### config.mk
export PLATFORM = sky130hd
export DESIGN_NAME = crc_byte_step
export DESIGN_NICKNAME = d
export VERILOG_FILES = /design/src/rtl/crc_byte_step.sv
export SDC_FILE = /design/constraint.sdc
export NUM_CORES = 1
export LEC_CHECK = 0
export BUFFER_PORTS_ARGS = -buffer_cell sky130_fd_sc_hd__buf_2
export CORE_AREA = 10 10 47 49
export DETAILED_ROUTE_END_ITERATION = 10
export DIE_AREA = 0 0 57 59
export PLACE_DENSITY = 0.51
export SLEW_MARGIN = 20
export SYNTH_ARGS = -nofsm -noshare
export SYNTH_HDL_FRONTEND = slang
export SYNTH_SLANG_ARGS = --single-unit
### constraint.sdc
create_clock -name vclk -period 3
set_clock_uncertainty 0.1 [all_clocks]
set_input_delay 0.9 -clock vclk [all_inputs]
set_output_delay 0.9 -clock vclk [all_outputs]
set_load 0.02 [all_outputs]
### src/rtl/crc_byte_step.sv
// One-byte CRC update, MSB-first, non-reflected. Shared with the generator so
// both ends of the link compute the same value bit-for-bit.
module crc_byte_step #(
  parameter int               WIDTH = 8,
  parameter logic [WIDTH-1:0] POLY  = WIDTH'(8'h07)
) (
  input  logic [WIDTH-1:0] crc_in,
  input  logic [7:0]       data_in,
  output logic [WIDTH-1:0] crc_out
);

  logic [WIDTH-1:0] c;
  logic [7:0]       d;
  logic             fb;

  always_comb begin
    c  = crc_in;
    d  = data_in;
    fb = 1'b0;
    for (int i = 0; i < 8; i++) begin
      fb = c[WIDTH-1] ^ d[7];
      c  = {c[WIDTH-2:0], 1'b0} ^ (fb ? POLY : '0);
      d  = {d[6:0], 1'b0};
    end
    crc_out = c;
  end

endmodule

==> reports/qor.csv, run 1 <==
metric,value,unit
num_vias,224,
fp.dieH,59,µm
num_rows,14,
syn_avg_cell_area,8.70,µm²
yosys-top-cells-count,"15 x xnor2_1, 6 x xor2_1, 1 x buf_4",
seqCellArea,0,µm²
power_switching,0.0000956,W
grt_usage,3.36,%
crit_type,input port to output port,
combPwrFrac,100.0,%
syn_inst,22,
worstSetupEndpointType,output port,
holdCritStartpoint,crc_in[4],
wl,640,µm
cp_max_fo,2,
drc,0,
fillers,174,
status,finished clean,
whs_endpoint,crc_out[6],
synth_warnings,0,
viasPerCell,3.50,
period_minus_slack,2870,ps
p_per_area,480,nW/µm²
synth.most_common_cell,xnor2_1,
die_w,57,µm
crit_chain,"buf_2, xor2_1, xor2_1, xor2_1, buf_2",
syn_nets,38,
maxSlewViolCount,0,
grt_start_max_net_pins,4,
whs_path_depth,4,
finalCritPeriodShare,95.7,%
io_pins,24,
drtAntennaViolNets,0,
switching_share,57.5,%
antenna_found_initial,0,
nClkBuffers,0,
worstMarginPinSlew,310,ps
finalSetupViolations,0,
fmax,348,MHz
layoutNonFillerInstCount,64,
cts_resized,0,
cap_violations,0,
cp-start-kind,input port,
peakVddDrop,0.100,mV
netlist.top_cell.by_area,xnor2_1,
yosys-top-cells-area,"xnor2_1 69%, xor2_1 27%, buf_4 3.9%",
critical_path_required,2000,ps
hold_path_class,input port to output port,
cp.arrival,1870,ps
die_area,3360,µm²
cp_slowest_cell,xor2_1,
placed_cells_incl_taps,64,
p_total,0.000166,W
grt_pass1_vias,251,
finalHoldViolCount,0,
place.gp.congestion,0.578,
p_leak,0.165,nW
grt_remaining_overflow,0,
syn_to_final_growth,81.0,%
relSlewSlack,79.2,%
drive_gt1_share,56.3,%
max_stage_delay,280,ps
drt_iter0_drc,2,
cts_hold_buffers,0,
core,1400,µm²
utilization,24.7,%
start_util,13.7,%
syn_area,191,µm²
port_buffers,24,
internal_power,0.0000708,W
hold_ws,2140,ps
clkPwrFrac,0,%
path_common_cell,xor2_1,
seq_area_frac_synth,0,%
tns,0,ps
ys_types,3,
fin_nets,66,
cts_setup_buffers,0,
rsz0062_at_grt,false,
n_antenna_cell,0,
grt_pass1_wl,1010,µm
routedWlPerCell,10.0,µm
seq_cells,0,
synth_top_area_share,68.6,%
p_seq_share,0,%
first_pass_iters,2,
==> worst max-delay path, delay by kind of cell <==
kind | cells | cell delay [ps]
XOR/XNOR | 3 | 680
buffers and inverters | 2 | 280
==> layer usage <==
| layer | share of wire [%] | vias up | track usage, % | wire length (µm) |
|---|---|---|---|---|
| met5 | 0 | - | 0 | 0 |
| met4 | 0 | 0 | 0 | 0 |
| met3 | 7.7 | 0 | 0.858 | 49 |
| met2 | 53 | 13 | 6.67 | 337 |
| met1 | 40 | 94 | 3.64 | 253 |
| li1 | - | 117 | - | - |
==> cell families (layout without fill, tap and decap cells) <==
group     count (synthesis)  in the layout  synth area share [%]
xor+xnor                 21             21                  96.1
buf+inv                   1             27                  3.92
==> metrics by stage <==
step	area [µm²]	setup slack, ps
after global routing	347	5.64
after floorplan	191	203
after CTS	347	96.4
final	347	128
after detailed placement	347	96.4
after global placement	347	109
==> cell usage in the layout (no fill, tap or decap) <==
master    n
buf_2    24
xnor2_1  15
xor2_1    6
buf_4     3
==> final cells by class <==
cell class	instances	area, µm²	share of cell area [%]
multi-input cells	21	184	53.1
repair buffers	27	143	41.2
well taps	16	20.0	5.78
==> worst max-delay path by stage <==
stage                           from         end  slack, ps  cells past startpoint
after CTS                 data_in[6]  crc_out[7]        100                      5
final                     data_in[6]  crc_out[7]        130                      5
after floorplan           data_in[6]  crc_out[2]        200                      3
after global placement    data_in[5]  crc_out[7]        110                      5
after detailed placement  data_in[6]  crc_out[7]        100                      5
after global routing      data_in[5]  crc_out[7]          6                      5
==> power groups by stage <==
stage                     combinational [W]  clock (W)  sequential, W
after global placement             0.000170          0              0
after detailed placement           0.000171          0              0
final                              0.000166          0              0
after global routing               0.000181          0              0
after floorplan                    0.000113          0              0
after CTS                          0.000171          0              0
No activity file was read; power rests on OpenSTA's default activity.
==> run 2, diff against run 1 <==
ABC_CLOCK_PERIOD_IN_PS = 3000   (was default)
REMOVE_ABC_BUFFERS = 1   (was default)
SKIP_LAST_GASP = 1   (was default)
==> run 2 against run 1 <==
  * Global-route usage shrank 0.076 points
  * Cell area shrank 2.2%
  * Maximum frequency shrank 0.34%
  * Sequential share of layout area is the same
  * Via count shrank 3.6%
  * Sequential cell count is the same
  * First-iteration DRC count shrank 100%
  * Critical endpoint unchanged
  * Highest routed layer unchanged
==> reports/qor.csv, run 2 (synthesis gave the netlist of run 1 again) <==
metric,value,unit
status,finished clean,
die_area,3360,µm²
finalSetupViolations,0,
crit_chain,"buf_2, xnor2_1, xor2_1, xor2_1, buf_2",
p_total,0.000164,W
rsz0062_at_grt,false,
grt.met2_usage,5.27,%
crit_type,input port to output port,
cts_resized,0,
layoutNonFillerInstCount,63,
worst_slack,119,ps
max_stage_delay,300,ps
drtAntennaViolNets,0,
relSlewSlack,78.5,%
grt.busiest_layer,met2,
worstSetupEndpointType,output port,
critical_path_required,2000,ps
cp-start-kind,input port,
wl,614,µm
cts_hold_buffers,0,
nClkBuffers,0,
fin_area,339,µm²
num_rows,14,
fp.dieH,59,µm
n_antenna_cell,0,
finalHoldViolCount,0,
start_util,13.7,%
grt_start_max_net_pins,4,
grt_remaining_overflow,0,
cp.arrival,1880,ps
port_buffers,24,
final_cell_mix,"24 x buf_2, 15 x xnor2_1, 6 x xor2_1",
peakVddDrop,0.0929,mV
grt_use_met3,1.93,%
routedWlPerCell,9.75,µm
cts_setup_buffers,0,
cp_max_fo,2,
dpl_cell_area,339,µm²
dp_worst_setup_slack,99.5,ps
die_w,57,µm
cpLargestDelayFamily,XOR/XNOR gates,
grt_pass1_wl,972,µm
hold_path_class,input port to output port,
first_pass_iters,1,
io_pins,24,
use_met1,3.91,%
fin_nets,65,
seq_cells,0,
syn_to_final_growth,77.1,%
drive_gt1_share,55.3,%
viasPerCell,3.43,
p_leak,0.161,nW
p_per_area,483,nW/µm²
core,1400,µm²
grt_usage,3.28,%
antenna_found_initial,0,
drt_iter0_drc,0,
period_minus_slack,2880,ps
finalCritPeriodShare,96.0,%
path_buf_inv,2,
maxSlewViolCount,0,
place.gp.congestion,0.588,
grt_pass1_vias,226,
placed_cells_incl_taps,63,
drc,0,
num_vias,216,
worstMarginPinSlew,321,ps
tns,0,ps
fmax,347,MHz
cap_violations,0,
cp_slowest_cell,xor2_1,
seqCellArea,0,µm²
final_common_cell,buf_2,
## run 2: cell count changes in the layout (fill, tap and decap cells not counted)
cell	delta
buf_4	-1
## run 2: worst paths after layout
check / start / end / slack (ps) / cells after the start
min: crc_in[4] / crc_out[6] / 2140 / 4
max: data_in[5] / crc_out[7] / 120 / 5
## run 2: layer usage
| layer | vias to the layer above | wire, µm |
|---|---|---|
| met5 | - | 0 |
| met4 | 0 | 0 |
| met3 | 0 | 109 |
| met2 | 15 | 296 |
| met1 | 86 | 207 |
| li1 | 115 | - |
## run 2: report_power, final
group          leakage, nW  switching, W  internal, W
clock                    0             0            0
sequential               0             0            0
combinational        0.161     0.0000948    0.0000691
## run 2: stage by stage
step	hold WS, ps	util (%)
after global routing	2170	24.2
after floorplan	1990	-
after CTS	2150	24.2
after detailed placement	2150	24.2
final	2140	24.2
after global placement	2150	24.2
## run 2: cell type report
| cell class | instances | area, µm² |
|---|---|---|
| Multi-Input combinational cell | 21 | 184 |
| Fill cell | 168 | 1060 |
| Timing Repair Buffer | 26 | 135 |
| Tap cell | 16 | 20.0 |
